$ cat config.mk
export PLATFORM = sky130hd
export DESIGN_NAME = axi_sim_system_flat
export DESIGN_NICKNAME = d
export VERILOG_FILES = /design/src/rtl/axi_sim_system_if.sv /design/src/rtl/axi_sim_system.sv /design/src/flat_wrapper.sv
export SDC_FILE = /design/constraint.sdc
export NUM_CORES = 1
export LEC_CHECK = 0
export ABC_AREA = 1
export CORE_MARGIN = 3
export CORE_UTILIZATION = 50
export CTS_CLUSTER_DIAMETER = 150
export DETAILED_ROUTE_END_ITERATION = 8
export PLACE_DENSITY = 0.76
export REMOVE_ABC_BUFFERS = 1
export SYNTH_ARGS = -nofsm -noshare
export SYNTH_HDL_FRONTEND = slang
export SYNTH_SLANG_ARGS = --single-unit
export TNS_END_PERCENT = 10
$ cat constraint.sdc
create_clock -name CLK -period 58.4 [get_ports CLK]
set_clock_uncertainty 0.05 [all_clocks]
set_input_delay 11.68 -clock CLK [delete_from_list [all_inputs] [get_ports CLK]]
set_output_delay 11.68 -clock CLK [all_outputs]
set_load 0.02 [all_outputs]
$ cat src/rtl/axi_sim_system_if.sv
// AXI4-Lite bus bundle shared by the scripted master and the register-bank slave.
interface axi_sim_system_if #(
  parameter int unsigned ADDR_WIDTH = 8
);
  logic [ADDR_WIDTH-1:0] awaddr;
  logic                  awvalid;
  logic                  awready;
  logic [31:0]           wdata;
  logic [3:0]            wstrb;
  logic                  wvalid;
  logic                  wready;
  logic [1:0]            bresp;
  logic                  bvalid;
  logic                  bready;
  logic [ADDR_WIDTH-1:0] araddr;
  logic                  arvalid;
  logic                  arready;
  logic [31:0]           rdata;
  logic [1:0]            rresp;
  logic                  rvalid;
  logic                  rready;

  modport master (
    output awaddr, awvalid, wdata, wstrb, wvalid, bready, araddr, arvalid, rready,
    input  awready, wready, bresp, bvalid, arready, rdata, rresp, rvalid
  );

  modport slave (
    input  awaddr, awvalid, wdata, wstrb, wvalid, bready, araddr, arvalid, rready,
    output awready, wready, bresp, bvalid, arready, rdata, rresp, rvalid
  );

  modport monitor (
    input awaddr, awvalid, awready, wdata, wstrb, wvalid, wready, bresp, bvalid, bready,
          araddr, arvalid, arready, rdata, rresp, rvalid, rready
  );
endinterface

$ cat src/rtl/axi_sim_system.sv
// Self-checking AXI4-Lite system: scripted write/read-back master with built-in checker,
// and a register-bank slave. m_bus and s_bus are expected to be tied to the same bus.
module axi_sim_system #(
  parameter int unsigned NUM_REGS    = 16,
  parameter int unsigned ADDR_WIDTH  = 8,
  parameter logic [31:0] SEED        = 32'hA5A5_0000,
  parameter int unsigned START_DELAY = 4,
  parameter int unsigned TIMEOUT     = 64,
  parameter bit          INJECT_ERR  = 1'b0
) (
  input  logic             CLK,
  input  logic             RESET,
  axi_sim_system_if.master m_bus,
  axi_sim_system_if.slave  s_bus,
  output logic             DONE,
  output logic             PASS,
  output logic [7:0]       ERR_COUNT
);

  localparam int unsigned IDX_W    = 7;
  localparam int unsigned CNT_W    = 16;
  localparam int unsigned RIDX_W   = (NUM_REGS > 1) ? $clog2(NUM_REGS) : 1;
  localparam int unsigned NREG_P2  = 1 << RIDX_W;
  localparam int unsigned REG_SPAN = NUM_REGS * 4;
  localparam logic [1:0]  RESP_OKAY   = 2'b00;
  localparam logic [1:0]  RESP_SLVERR = 2'b10;
  localparam logic [IDX_W-1:0]      LAST_IDX = IDX_W'(NUM_REGS - 1);
  localparam logic [ADDR_WIDTH-1:0] OOR_ADDR = ADDR_WIDTH'(REG_SPAN);

  typedef enum logic [3:0] {
    IDLE, WR_REQ, WR_RESP, RD_REQ, RD_DATA,
    OOR_WR, OOR_WR_RESP, OOR_RD, OOR_RD_DATA, FINISH
  } state_t;

  function automatic logic [ADDR_WIDTH-1:0] reg_addr(input logic [IDX_W-1:0] i);
    return ADDR_WIDTH'({i, 2'b00});
  endfunction

  state_t                state_q, state_d;
  logic [IDX_W-1:0]      idx_q, idx_d;
  logic [CNT_W-1:0]      cnt_q, cnt_d;
  logic [ADDR_WIDTH-1:0] addr_q, addr_d;
  logic [31:0]           wdata_q, wdata_d;
  logic                  awvalid_q, awvalid_d, wvalid_q, wvalid_d, arvalid_q, arvalid_d;
  logic                  bready_q, bready_d, rready_q, rready_d;
  logic [7:0]            err_q, err_d;
  logic                  done_q, done_d, pass_q, pass_d;
  logic                  err_inc, wr_next, rd_next, oor_rd, fin;
  logic                  timeout_c, start_c;

  assign timeout_c = (32'(cnt_q) + 32'd1) >= TIMEOUT;
  assign start_c   = (32'(cnt_q) + 32'd1) >= START_DELAY;

  // Master state and registered outputs
  always_ff @(posedge CLK or posedge RESET) begin
    if (RESET) begin
      state_q   <= IDLE;
      idx_q     <= '0;
      cnt_q     <= '0;
      addr_q    <= '0;
      wdata_q   <= '0;
      awvalid_q <= 1'b0;
      wvalid_q  <= 1'b0;
      arvalid_q <= 1'b0;
      bready_q  <= 1'b0;
      rready_q  <= 1'b0;
      err_q     <= '0;
      done_q    <= 1'b0;
      pass_q    <= 1'b0;
    end else begin
      state_q   <= state_d;
      idx_q     <= idx_d;
      cnt_q     <= cnt_d;
      addr_q    <= addr_d;
      wdata_q   <= wdata_d;
      awvalid_q <= awvalid_d;
      wvalid_q  <= wvalid_d;
      arvalid_q <= arvalid_d;
      bready_q  <= bready_d;
      rready_q  <= rready_d;
      err_q     <= err_d;
      done_q    <= done_d;
      pass_q    <= pass_d;
    end
  end

  // Master next-state, handshake sequencing and checker
  always_comb begin
    state_d   = state_q;
    idx_d     = idx_q;
    cnt_d     = (&cnt_q) ? cnt_q : cnt_q + CNT_W'(1);
    addr_d    = addr_q;
    wdata_d   = wdata_q;
    awvalid_d = awvalid_q;
    wvalid_d  = wvalid_q;
    arvalid_d = arvalid_q;
    bready_d  = bready_q;
    rready_d  = rready_q;
    err_d     = err_q;
    done_d    = done_q;
    pass_d    = pass_q;
    err_inc   = 1'b0;
    wr_next   = 1'b0;
    rd_next   = 1'b0;
    oor_rd    = 1'b0;
    fin       = 1'b0;

    unique case (state_q)
      IDLE: begin
        if (start_c) begin
          state_d   = WR_REQ;
          awvalid_d = 1'b1;
          wvalid_d  = 1'b1;
          addr_d    = reg_addr(idx_q);
          wdata_d   = SEED + 32'(idx_q);
          cnt_d     = '0;
        end
      end
      WR_REQ, OOR_WR: begin
        if (m_bus.awready) awvalid_d = 1'b0;
        if (m_bus.wready)  wvalid_d  = 1'b0;
        if ((!awvalid_q || m_bus.awready) && (!wvalid_q || m_bus.wready)) begin
          state_d  = (state_q == WR_REQ) ? WR_RESP : OOR_WR_RESP;
          bready_d = 1'b1;
          cnt_d    = '0;
        end else if (timeout_c) begin
          err_inc   = 1'b1;
          awvalid_d = 1'b0;
          wvalid_d  = 1'b0;
          wr_next   = (state_q == WR_REQ);
          oor_rd    = (state_q == OOR_WR);
        end
      end
      WR_RESP, OOR_WR_RESP: begin
        if (m_bus.bvalid || timeout_c) begin
          bready_d = 1'b0;
          wr_next  = (state_q == WR_RESP);
          oor_rd   = (state_q == OOR_WR_RESP);
          if (!m_bus.bvalid)
            err_inc = 1'b1;
          else if (state_q == WR_RESP)
            err_inc = (m_bus.bresp != RESP_OKAY);
          else
            err_inc = (m_bus.bresp != RESP_SLVERR);
        end
      end
      RD_REQ, OOR_RD: begin
        if (m_bus.arready) begin
          arvalid_d = 1'b0;
          rready_d  = 1'b1;
          cnt_d     = '0;
          state_d   = (state_q == RD_REQ) ? RD_DATA : OOR_RD_DATA;
        end else if (timeout_c) begin
          err_inc   = 1'b1;
          arvalid_d = 1'b0;
          rd_next   = (state_q == RD_REQ);
          fin       = (state_q == OOR_RD);
        end
      end
      RD_DATA, OOR_RD_DATA: begin
        if (m_bus.rvalid || timeout_c) begin
          rready_d = 1'b0;
          rd_next  = (state_q == RD_DATA);
          fin      = (state_q == OOR_RD_DATA);
          if (!m_bus.rvalid)
            err_inc = 1'b1;
          else if (state_q == RD_DATA)
            err_inc = (m_bus.rresp != RESP_OKAY) || (m_bus.rdata != SEED + 32'(idx_q));
          else
            err_inc = (m_bus.rresp != RESP_SLVERR);
        end
      end
      FINISH: begin
      end
      default: state_d = IDLE;
    endcase

    // Launch the next transaction of the script
    if (wr_next) begin
      cnt_d = '0;
      if (idx_q == LAST_IDX) begin
        idx_d     = '0;
        state_d   = RD_REQ;
        arvalid_d = 1'b1;
        addr_d    = reg_addr('0);
      end else begin
        idx_d     = idx_q + IDX_W'(1);
        state_d   = WR_REQ;
        awvalid_d = 1'b1;
        wvalid_d  = 1'b1;
        addr_d    = reg_addr(idx_d);
        wdata_d   = SEED + 32'(idx_d);
      end
    end
    if (rd_next) begin
      cnt_d = '0;
      if (idx_q == LAST_IDX) begin
        state_d   = OOR_WR;
        awvalid_d = 1'b1;
        wvalid_d  = 1'b1;
        addr_d    = OOR_ADDR;
        wdata_d   = SEED;
      end else begin
        idx_d     = idx_q + IDX_W'(1);
        state_d   = RD_REQ;
        arvalid_d = 1'b1;
        addr_d    = reg_addr(idx_d);
      end
    end
    if (oor_rd) begin
      cnt_d     = '0;
      state_d   = OOR_RD;
      arvalid_d = 1'b1;
      addr_d    = OOR_ADDR;
    end
    if (err_inc && (err_q != 8'hFF)) err_d = err_q + 8'd1;
    if (fin) begin
      state_d = FINISH;
      done_d  = 1'b1;
      pass_d  = (err_d == 8'd0);
    end
  end

  assign m_bus.awaddr  = addr_q;
  assign m_bus.araddr  = addr_q;
  assign m_bus.awvalid = awvalid_q;
  assign m_bus.wvalid  = wvalid_q;
  assign m_bus.wdata   = wdata_q;
  assign m_bus.wstrb   = 4'hF;
  assign m_bus.bready  = bready_q;
  assign m_bus.arvalid = arvalid_q;
  assign m_bus.rready  = rready_q;

  assign DONE      = done_q;
  assign PASS      = pass_q;
  assign ERR_COUNT = err_q;

  // Slave: register bank, one outstanding write and one outstanding read
  logic [31:0]       regs [NREG_P2];
  logic              wr_rdy_q, bvalid_q, rd_rdy_q, rvalid_q;
  logic [1:0]        bresp_q, rresp_q;
  logic [31:0]       rdata_q, rd_word_c;
  logic [RIDX_W-1:0] wr_ridx, rd_ridx;
  logic              wr_in_c, rd_in_c, inj_c;

  assign wr_ridx   = RIDX_W'(s_bus.awaddr >> 2);
  assign rd_ridx   = RIDX_W'(s_bus.araddr >> 2);
  assign wr_in_c   = 32'(s_bus.awaddr) < REG_SPAN;
  assign rd_in_c   = 32'(s_bus.araddr) < REG_SPAN;
  assign inj_c     = INJECT_ERR && (NUM_REGS > 5) && (32'(rd_ridx) == 32'd5);
  assign rd_word_c = regs[rd_ridx] ^ {31'd0, inj_c};

  always_ff @(posedge CLK or posedge RESET) begin
    if (RESET) begin
      wr_rdy_q <= 1'b0;
      bvalid_q <= 1'b0;
      bresp_q  <= RESP_OKAY;
      for (int i = 0; i < NREG_P2; i++) regs[i] <= '0;
    end else begin
      if (bvalid_q && s_bus.bready) bvalid_q <= 1'b0;
      if (wr_rdy_q) begin
        wr_rdy_q <= 1'b0;
        if (s_bus.awvalid && s_bus.wvalid) begin
          bvalid_q <= 1'b1;
          bresp_q  <= wr_in_c ? RESP_OKAY : RESP_SLVERR;
          if (wr_in_c) begin
            for (int b = 0; b < 4; b++)
              if (s_bus.wstrb[b]) regs[wr_ridx][8*b +: 8] <= s_bus.wdata[8*b +: 8];
          end
        end
      end else if (s_bus.awvalid && s_bus.wvalid && !bvalid_q) begin
        wr_rdy_q <= 1'b1;
      end
    end
  end

  always_ff @(posedge CLK or posedge RESET) begin
    if (RESET) begin
      rd_rdy_q <= 1'b0;
      rvalid_q <= 1'b0;
      rdata_q  <= '0;
      rresp_q  <= RESP_OKAY;
    end else begin
      if (rvalid_q && s_bus.rready) rvalid_q <= 1'b0;
      if (rd_rdy_q) begin
        rd_rdy_q <= 1'b0;
        if (s_bus.arvalid) begin
          rvalid_q <= 1'b1;
          rdata_q  <= rd_in_c ? rd_word_c : 32'hDEAD_BEEF;
          rresp_q  <= rd_in_c ? RESP_OKAY : RESP_SLVERR;
        end
      end else if (s_bus.arvalid && !rvalid_q) begin
        rd_rdy_q <= 1'b1;
      end
    end
  end

  assign s_bus.awready = wr_rdy_q;
  assign s_bus.wready  = wr_rdy_q;
  assign s_bus.bvalid  = bvalid_q;
  assign s_bus.bresp   = bresp_q;
  assign s_bus.arready = rd_rdy_q;
  assign s_bus.rvalid  = rvalid_q;
  assign s_bus.rdata   = rdata_q;
  assign s_bus.rresp   = rresp_q;

endmodule

$ cat src/flat_wrapper.sv
// flat-port wrapper written by rule: the top's interface ports become plain ports
module axi_sim_system_flat 
#(
  parameter int unsigned NUM_REGS    = 16,
  parameter int unsigned ADDR_WIDTH  = 8,
  parameter logic [31:0] SEED        = 32'hA5A5_0000,
  parameter int unsigned START_DELAY = 4,
  parameter int unsigned TIMEOUT     = 64,
  parameter bit          INJECT_ERR  = 1'b0
)
  (CLK, RESET, DONE, PASS, ERR_COUNT, m_bus_awaddr, m_bus_awvalid, m_bus_wdata, m_bus_wstrb, m_bus_wvalid, m_bus_bready, m_bus_araddr, m_bus_arvalid, m_bus_rready, m_bus_awready, m_bus_wready, m_bus_bresp, m_bus_bvalid, m_bus_arready, m_bus_rdata, m_bus_rresp, m_bus_rvalid, s_bus_awaddr, s_bus_awvalid, s_bus_wdata, s_bus_wstrb, s_bus_wvalid, s_bus_bready, s_bus_araddr, s_bus_arvalid, s_bus_rready, s_bus_awready, s_bus_wready, s_bus_bresp, s_bus_bvalid, s_bus_arready, s_bus_rdata, s_bus_rresp, s_bus_rvalid);
  axi_sim_system_if #(.ADDR_WIDTH(ADDR_WIDTH)) m_bus_i ();
  axi_sim_system_if #(.ADDR_WIDTH(ADDR_WIDTH)) s_bus_i ();
  input  logic CLK;
  input  logic RESET;
  output logic DONE;
  output logic PASS;
  output logic [7:0] ERR_COUNT;
  output wire logic [$bits(m_bus_i.awaddr)-1:0] m_bus_awaddr;
  output wire logic [$bits(m_bus_i.awvalid)-1:0] m_bus_awvalid;
  output wire logic [$bits(m_bus_i.wdata)-1:0] m_bus_wdata;
  output wire logic [$bits(m_bus_i.wstrb)-1:0] m_bus_wstrb;
  output wire logic [$bits(m_bus_i.wvalid)-1:0] m_bus_wvalid;
  output wire logic [$bits(m_bus_i.bready)-1:0] m_bus_bready;
  output wire logic [$bits(m_bus_i.araddr)-1:0] m_bus_araddr;
  output wire logic [$bits(m_bus_i.arvalid)-1:0] m_bus_arvalid;
  output wire logic [$bits(m_bus_i.rready)-1:0] m_bus_rready;
  input wire logic [$bits(m_bus_i.awready)-1:0] m_bus_awready;
  input wire logic [$bits(m_bus_i.wready)-1:0] m_bus_wready;
  input wire logic [$bits(m_bus_i.bresp)-1:0] m_bus_bresp;
  input wire logic [$bits(m_bus_i.bvalid)-1:0] m_bus_bvalid;
  input wire logic [$bits(m_bus_i.arready)-1:0] m_bus_arready;
  input wire logic [$bits(m_bus_i.rdata)-1:0] m_bus_rdata;
  input wire logic [$bits(m_bus_i.rresp)-1:0] m_bus_rresp;
  input wire logic [$bits(m_bus_i.rvalid)-1:0] m_bus_rvalid;
  input wire logic [$bits(s_bus_i.awaddr)-1:0] s_bus_awaddr;
  input wire logic [$bits(s_bus_i.awvalid)-1:0] s_bus_awvalid;
  input wire logic [$bits(s_bus_i.wdata)-1:0] s_bus_wdata;
  input wire logic [$bits(s_bus_i.wstrb)-1:0] s_bus_wstrb;
  input wire logic [$bits(s_bus_i.wvalid)-1:0] s_bus_wvalid;
  input wire logic [$bits(s_bus_i.bready)-1:0] s_bus_bready;
  input wire logic [$bits(s_bus_i.araddr)-1:0] s_bus_araddr;
  input wire logic [$bits(s_bus_i.arvalid)-1:0] s_bus_arvalid;
  input wire logic [$bits(s_bus_i.rready)-1:0] s_bus_rready;
  output wire logic [$bits(s_bus_i.awready)-1:0] s_bus_awready;
  output wire logic [$bits(s_bus_i.wready)-1:0] s_bus_wready;
  output wire logic [$bits(s_bus_i.bresp)-1:0] s_bus_bresp;
  output wire logic [$bits(s_bus_i.bvalid)-1:0] s_bus_bvalid;
  output wire logic [$bits(s_bus_i.arready)-1:0] s_bus_arready;
  output wire logic [$bits(s_bus_i.rdata)-1:0] s_bus_rdata;
  output wire logic [$bits(s_bus_i.rresp)-1:0] s_bus_rresp;
  output wire logic [$bits(s_bus_i.rvalid)-1:0] s_bus_rvalid;
  assign m_bus_awaddr = m_bus_i.awaddr;
  assign m_bus_awvalid = m_bus_i.awvalid;
  assign m_bus_wdata = m_bus_i.wdata;
  assign m_bus_wstrb = m_bus_i.wstrb;
  assign m_bus_wvalid = m_bus_i.wvalid;
  assign m_bus_bready = m_bus_i.bready;
  assign m_bus_araddr = m_bus_i.araddr;
  assign m_bus_arvalid = m_bus_i.arvalid;
  assign m_bus_rready = m_bus_i.rready;
  assign m_bus_i.awready = m_bus_awready;
  assign m_bus_i.wready = m_bus_wready;
  assign m_bus_i.bresp = m_bus_bresp;
  assign m_bus_i.bvalid = m_bus_bvalid;
  assign m_bus_i.arready = m_bus_arready;
  assign m_bus_i.rdata = m_bus_rdata;
  assign m_bus_i.rresp = m_bus_rresp;
  assign m_bus_i.rvalid = m_bus_rvalid;
  assign s_bus_i.awaddr = s_bus_awaddr;
  assign s_bus_i.awvalid = s_bus_awvalid;
  assign s_bus_i.wdata = s_bus_wdata;
  assign s_bus_i.wstrb = s_bus_wstrb;
  assign s_bus_i.wvalid = s_bus_wvalid;
  assign s_bus_i.bready = s_bus_bready;
  assign s_bus_i.araddr = s_bus_araddr;
  assign s_bus_i.arvalid = s_bus_arvalid;
  assign s_bus_i.rready = s_bus_rready;
  assign s_bus_awready = s_bus_i.awready;
  assign s_bus_wready = s_bus_i.wready;
  assign s_bus_bresp = s_bus_i.bresp;
  assign s_bus_bvalid = s_bus_i.bvalid;
  assign s_bus_arready = s_bus_i.arready;
  assign s_bus_rdata = s_bus_i.rdata;
  assign s_bus_rresp = s_bus_i.rresp;
  assign s_bus_rvalid = s_bus_i.rvalid;
  axi_sim_system #(.NUM_REGS(NUM_REGS), .ADDR_WIDTH(ADDR_WIDTH), .SEED(SEED), .START_DELAY(START_DELAY), .TIMEOUT(TIMEOUT), .INJECT_ERR(INJECT_ERR)) u_core (.CLK(CLK), .RESET(RESET), .m_bus(m_bus_i), .s_bus(s_bus_i), .DONE(DONE), .PASS(PASS), .ERR_COUNT(ERR_COUNT));
endmodule
==> flow_metrics.env <==
export IMPL_syn_area_mm2=0.02846
export IMPL_cts_inserted_buffers=68
export IMPL_synth_compound_area_share=0.1988
export IMPL_critPathTopFamily="buffers and inverters"
export IMPL_globalRoute_totalOverflow=0
export IMPL_setup_worst_path_class="in -> async"
export IMPL_cp_end_kind="async pin"
export IMPL_clk_latency_ns=0.61
export IMPL_power_density_mw_per_mm2=29.35
export IMPL_crit_slowest_cell="buf_4"
export IMPL_synth_xor_area_frac=0.003078
export IMPL_grt_pass1_wl_mm=126.0
export IMPL_fp_coreArea_mm2=0.05574
export IMPL_finalCritPeriodShare=0.2552
export IMPL_io_buffers=193
export IMPL_cts_hold_buf=0
export IMPL_path_buf_inv=5
export IMPL_yosysSeqAreaShare=0.5540
export IMPL_clkSlewWorstSetupHoldPaths_ns=0.06
export IMPL_holdWs_ns=0.3931
export IMPL_antenna_found_initial=2
export IMPL_syn_avg_cell_area_um2=8.520
export IMPL_relSlewSlack=0.1797
export IMPL_drt_wl_total_mm=77.41
export IMPL_drv_slew=0
export IMPL_ctsResizeCount=0
export IMPL_synth_edf_count=0
export IMPL_synth_cell_type_count=53
export IMPL_final_hold_violation_count=0
export IMPL_synth_top_family_by_area="compound AO/OA/AOI/OAI gates"
export IMPL_synth_seq_cells=630
export IMPL_synth_adder_area_share=0.001319
export IMPL_cp_required_ns=59.00
export IMPL_yosysWarnings=0
export IMPL_status="finished clean"
export IMPL_clock_root_buffer="clkbuf_16"
export IMPL_layout_nets=3496
export IMPL_gp_congestion=0.8837
export IMPL_drtAntennaViolNets=0
export IMPL_grt_usage=0.2589
export IMPL_cts_path_max_buffers=3
export IMPL_worst_slack_ns=43.50
export IMPL_ys_flop_type="dfrtp_1"
export IMPL_arrival_ns=15.50
export IMPL_post_drt_wl_per_cell_um=18.47
export IMPL_layout_drive_gt1_share=0.05433
export IMPL_clock_sinks=630
export IMPL_cts_tree="built"
export IMPL_leakage_nw=14.70
export IMPL_vias_per_cell=5.796
export IMPL_die_y_um=244.6
export IMPL_critPathMaxStageDelay_ns=0.94
export IMPL_finalCriticalPeriod_ns=14.90
export IMPL_synth_mux_area_fraction=0.0003518
export IMPL_start_util=0.5105
export IMPL_syn_instance_count=3340
export IMPL_area_growth_syn_to_layout_pct=15.29
export IMPL_fillers=4862
export IMPL_critPathLaunchType="input pin"
export IMPL_rsz0062_at_grt="false"
export IMPL_irDropWorstVdd_v=0.00002831
export IMPL_max_freq_mhz=67.10
export IMPL_path_max_fanout=114
export IMPL_grt_max_degree=213
export IMPL_n_antenna_cell=0
export IMPL_max_cap_viol_count=0
export IMPL_cp_common_cell="buf_4"
export IMPL_h_tree_depth=3
export IMPL_cp_cell_sequence="clkdlybuf4s50_1 -> inv_8 -> buf_4 -> buf_4 -> buf_4"
export IMPL_finalNonFillerCells=4190
export IMPL_cts_setup_buffers=0
export IMPL_io_pins=208
export IMPL_die_area_mm2=0.05981
export IMPL_place_worst_setup_slack_ns=42.74
export IMPL_hpwl_mm=45.69
export IMPL_die_w_um=244.6
export IMPL_setup_violations=0
export IMPL_tightest_slew_ns=1.230
export IMPL_grt_pass1_vias=23640
export IMPL_setup_tns_ns=0
export IMPL_yosys_area_share_simple=0.1851
export IMPL_hp_class="reg -> reg"
export IMPL_drc=0
export IMPL_fp_row_count=86
export IMPL_vias=24290
export IMPL_drtIter0Drc=2335
export IMPL_drt_pass1_iter_count=5
export IMPL_ys_async_sr_fraction=1.000
export IMPL_placedCellCount=4071
==> stage by stage <==
step,instance area [um^2],utilization,power [mW]
6_report,32810,0.5886,0.9628
5_1_grt,32810,0.5886,0.9968
4_1_cts,32810,0.5886,0.9696
3_5_place_dp,30540,0.5480,0.5343
3_3_place_gp,30540,0.5480,0.5334
2_1_floorplan,27520,-,0.4995
==> cell families (layout without fill, tap and decap cells) <==
family | Yosys count | after routing
adder cells (fa/ha/maj) | 3 | 3
multiplexers | 1 | 1
buffers and inverters | 409 | 503
other | 2 | 10
AND/OR/NAND/NOR | 1278 | 1278
AO/OA/AOI/OAI | 1007 | 1007
XOR/XNOR | 10 | 10
flip-flops | 630 | 630
==> synthesized netlist by cell type (2+ instances only) <==
cell,count,area (um^2)
buf_1,7,26.28
xnor2_1,2,17.52
o21bai_1,3,22.52
nor2_2,6,37.54
nor2_8,2,40.04
conb_1,2,7.510
nor4_1,3,18.77
o21ai_0,818,4094
buf_4,18,135.1
or2_2,3,18.77
buf_2,4,20.02
o22ai_1,6,37.54
a31oi_1,3,18.77
or2_1,9,56.30
a32o_1,3,30.03
buf_6,2,22.52
a22o_1,9,78.83
clkbuf_1,204,765.7
nor3_1,11,55.05
nand2_4,4,45.04
inv_1,164,615.6
nand3_2,4,40.04
nor2_1,342,1284
ha_1,3,37.54
nand4_1,10,62.56
nand2_8,2,40.04
a31o_2,2,17.52
o221ai_1,122,1069
nand3_1,113,565.5
nand2_1,745,2796
dfrtp_1,630,15770
a211oi_2,6,75.07
nor2_4,5,56.30
a211oi_1,2,15.01
a21oi_1,17,85.08
clkinv_1,2,7.510
nand3b_1,3,22.52
nand2_2,12,75.07
o21ai_1,9,45.04
inv_2,8,30.03
xor2_1,8,70.07
==> cell type report <==
class / instances / area, um^2 / share of cell area
Clock buffer: 99 / 2033 / 0.06198
Clock inverter: 20 / 230.2 / 0.007018
Inverter: 174 / 670.6 / 0.02044
Multi-Input combinational cell: 2309 / 11100 / 0.3383
Sequential cell: 630 / 15770 / 0.4805
Tap cell: 748 / 935.9 / 0.02853
Timing Repair Buffer: 210 / 2073 / 0.06320
==> state kept, by name, indices dropped and copies added, names as in the netlist <==
| register | cells |
|---|---|
| u_core.regs | 512 |
| u_core.m_bus.wdata | 32 |
| u_core.s_bus.rdata | 32 |
| u_core.cnt_q | 16 |
| u_core.ERR_COUNT | 8 |
| u_core.idx_q | 7 |
| u_core.m_bus.araddr | 6 |
| u_core.state_q | 4 |
| u_core.DONE | 1 |
| u_core.PASS | 1 |
| u_core.m_bus.arvalid | 1 |
| u_core.m_bus.awvalid | 1 |
| u_core.m_bus.bready | 1 |
| u_core.m_bus.rready | 1 |
| u_core.m_bus.wvalid | 1 |
| u_core.s_bus.arready | 1 |
| u_core.s_bus.awready | 1 |
| u_core.s_bus.bresp | 1 |
| u_core.s_bus.bvalid | 1 |
| u_core.s_bus.rresp | 1 |
| u_core.s_bus.rvalid | 1 |
==> layout by cell type, fill, tap and decap left out, types with 5 or more instances in the layout <==
| cell | n |
|---|---|
| o21ai_0 | 818 |
| nand2_1 | 745 |
| dfrtp_1 | 630 |
| nor2_1 | 342 |
| clkdlybuf4s50_1 | 189 |
| inv_1 | 161 |
| o221ai_1 | 122 |
| nand3_1 | 113 |
| clkbuf_16 | 72 |
| a21oi_1 | 17 |
| buf_4 | 16 |
| clkbuf_1 | 14 |
| clkbuf_8 | 13 |
| clkinv_2 | 13 |
| nand2_2 | 12 |
| nor3_1 | 11 |
| nand4_1 | 10 |
| conb_1 | 10 |
| inv_2 | 9 |
| a22o_1 | 9 |
| o21ai_1 | 9 |
| or2_1 | 9 |
| xor2_1 | 8 |
| nor2_2 | 6 |
| a211oi_2 | 6 |
| o22ai_1 | 6 |
| nor2_4 | 5 |
==> metal layers <==
layer  vias to the layer above  global-route usage  part of all wire
li1                      11320                   -                 -
met5                         -                   0           0.00017
met2                       971              0.4066              0.46
met1                     11810              0.3590              0.43
met3                       190             0.04836             0.075
met4                         2              0.1006             0.034
==> where the power goes <==
group	internal [mW]	leakage (nW)	total (mW)	switching (mW)
combinational	0.0263	5.14	0.0768	0.0506
clock	0.260	1.13	0.436	0.176
sequential	0.445	8.43	0.450	0.00489
total	0.731	14.7	0.963	0.232
==> final timing paths <==
check	from	end	slack, ns	cells after the start
max	RESET	u_core.s_bus.rdata[31]	43.50	5
min	u_core.s_bus.arready	u_core.s_bus.arready	0.39	1
max reg2reg	u_core.cnt_q[0]	u_core.PASS	55.23	18
min reg2reg	u_core.s_bus.arready	u_core.s_bus.arready	0.39	1
max in group CLK	s_bus_wvalid	u_core.regs[466]	44.12	7
min in group asynchronous	RESET	u_core.s_bus.rdata[9]	11.60	2
(Power assumes the default switching activity.)
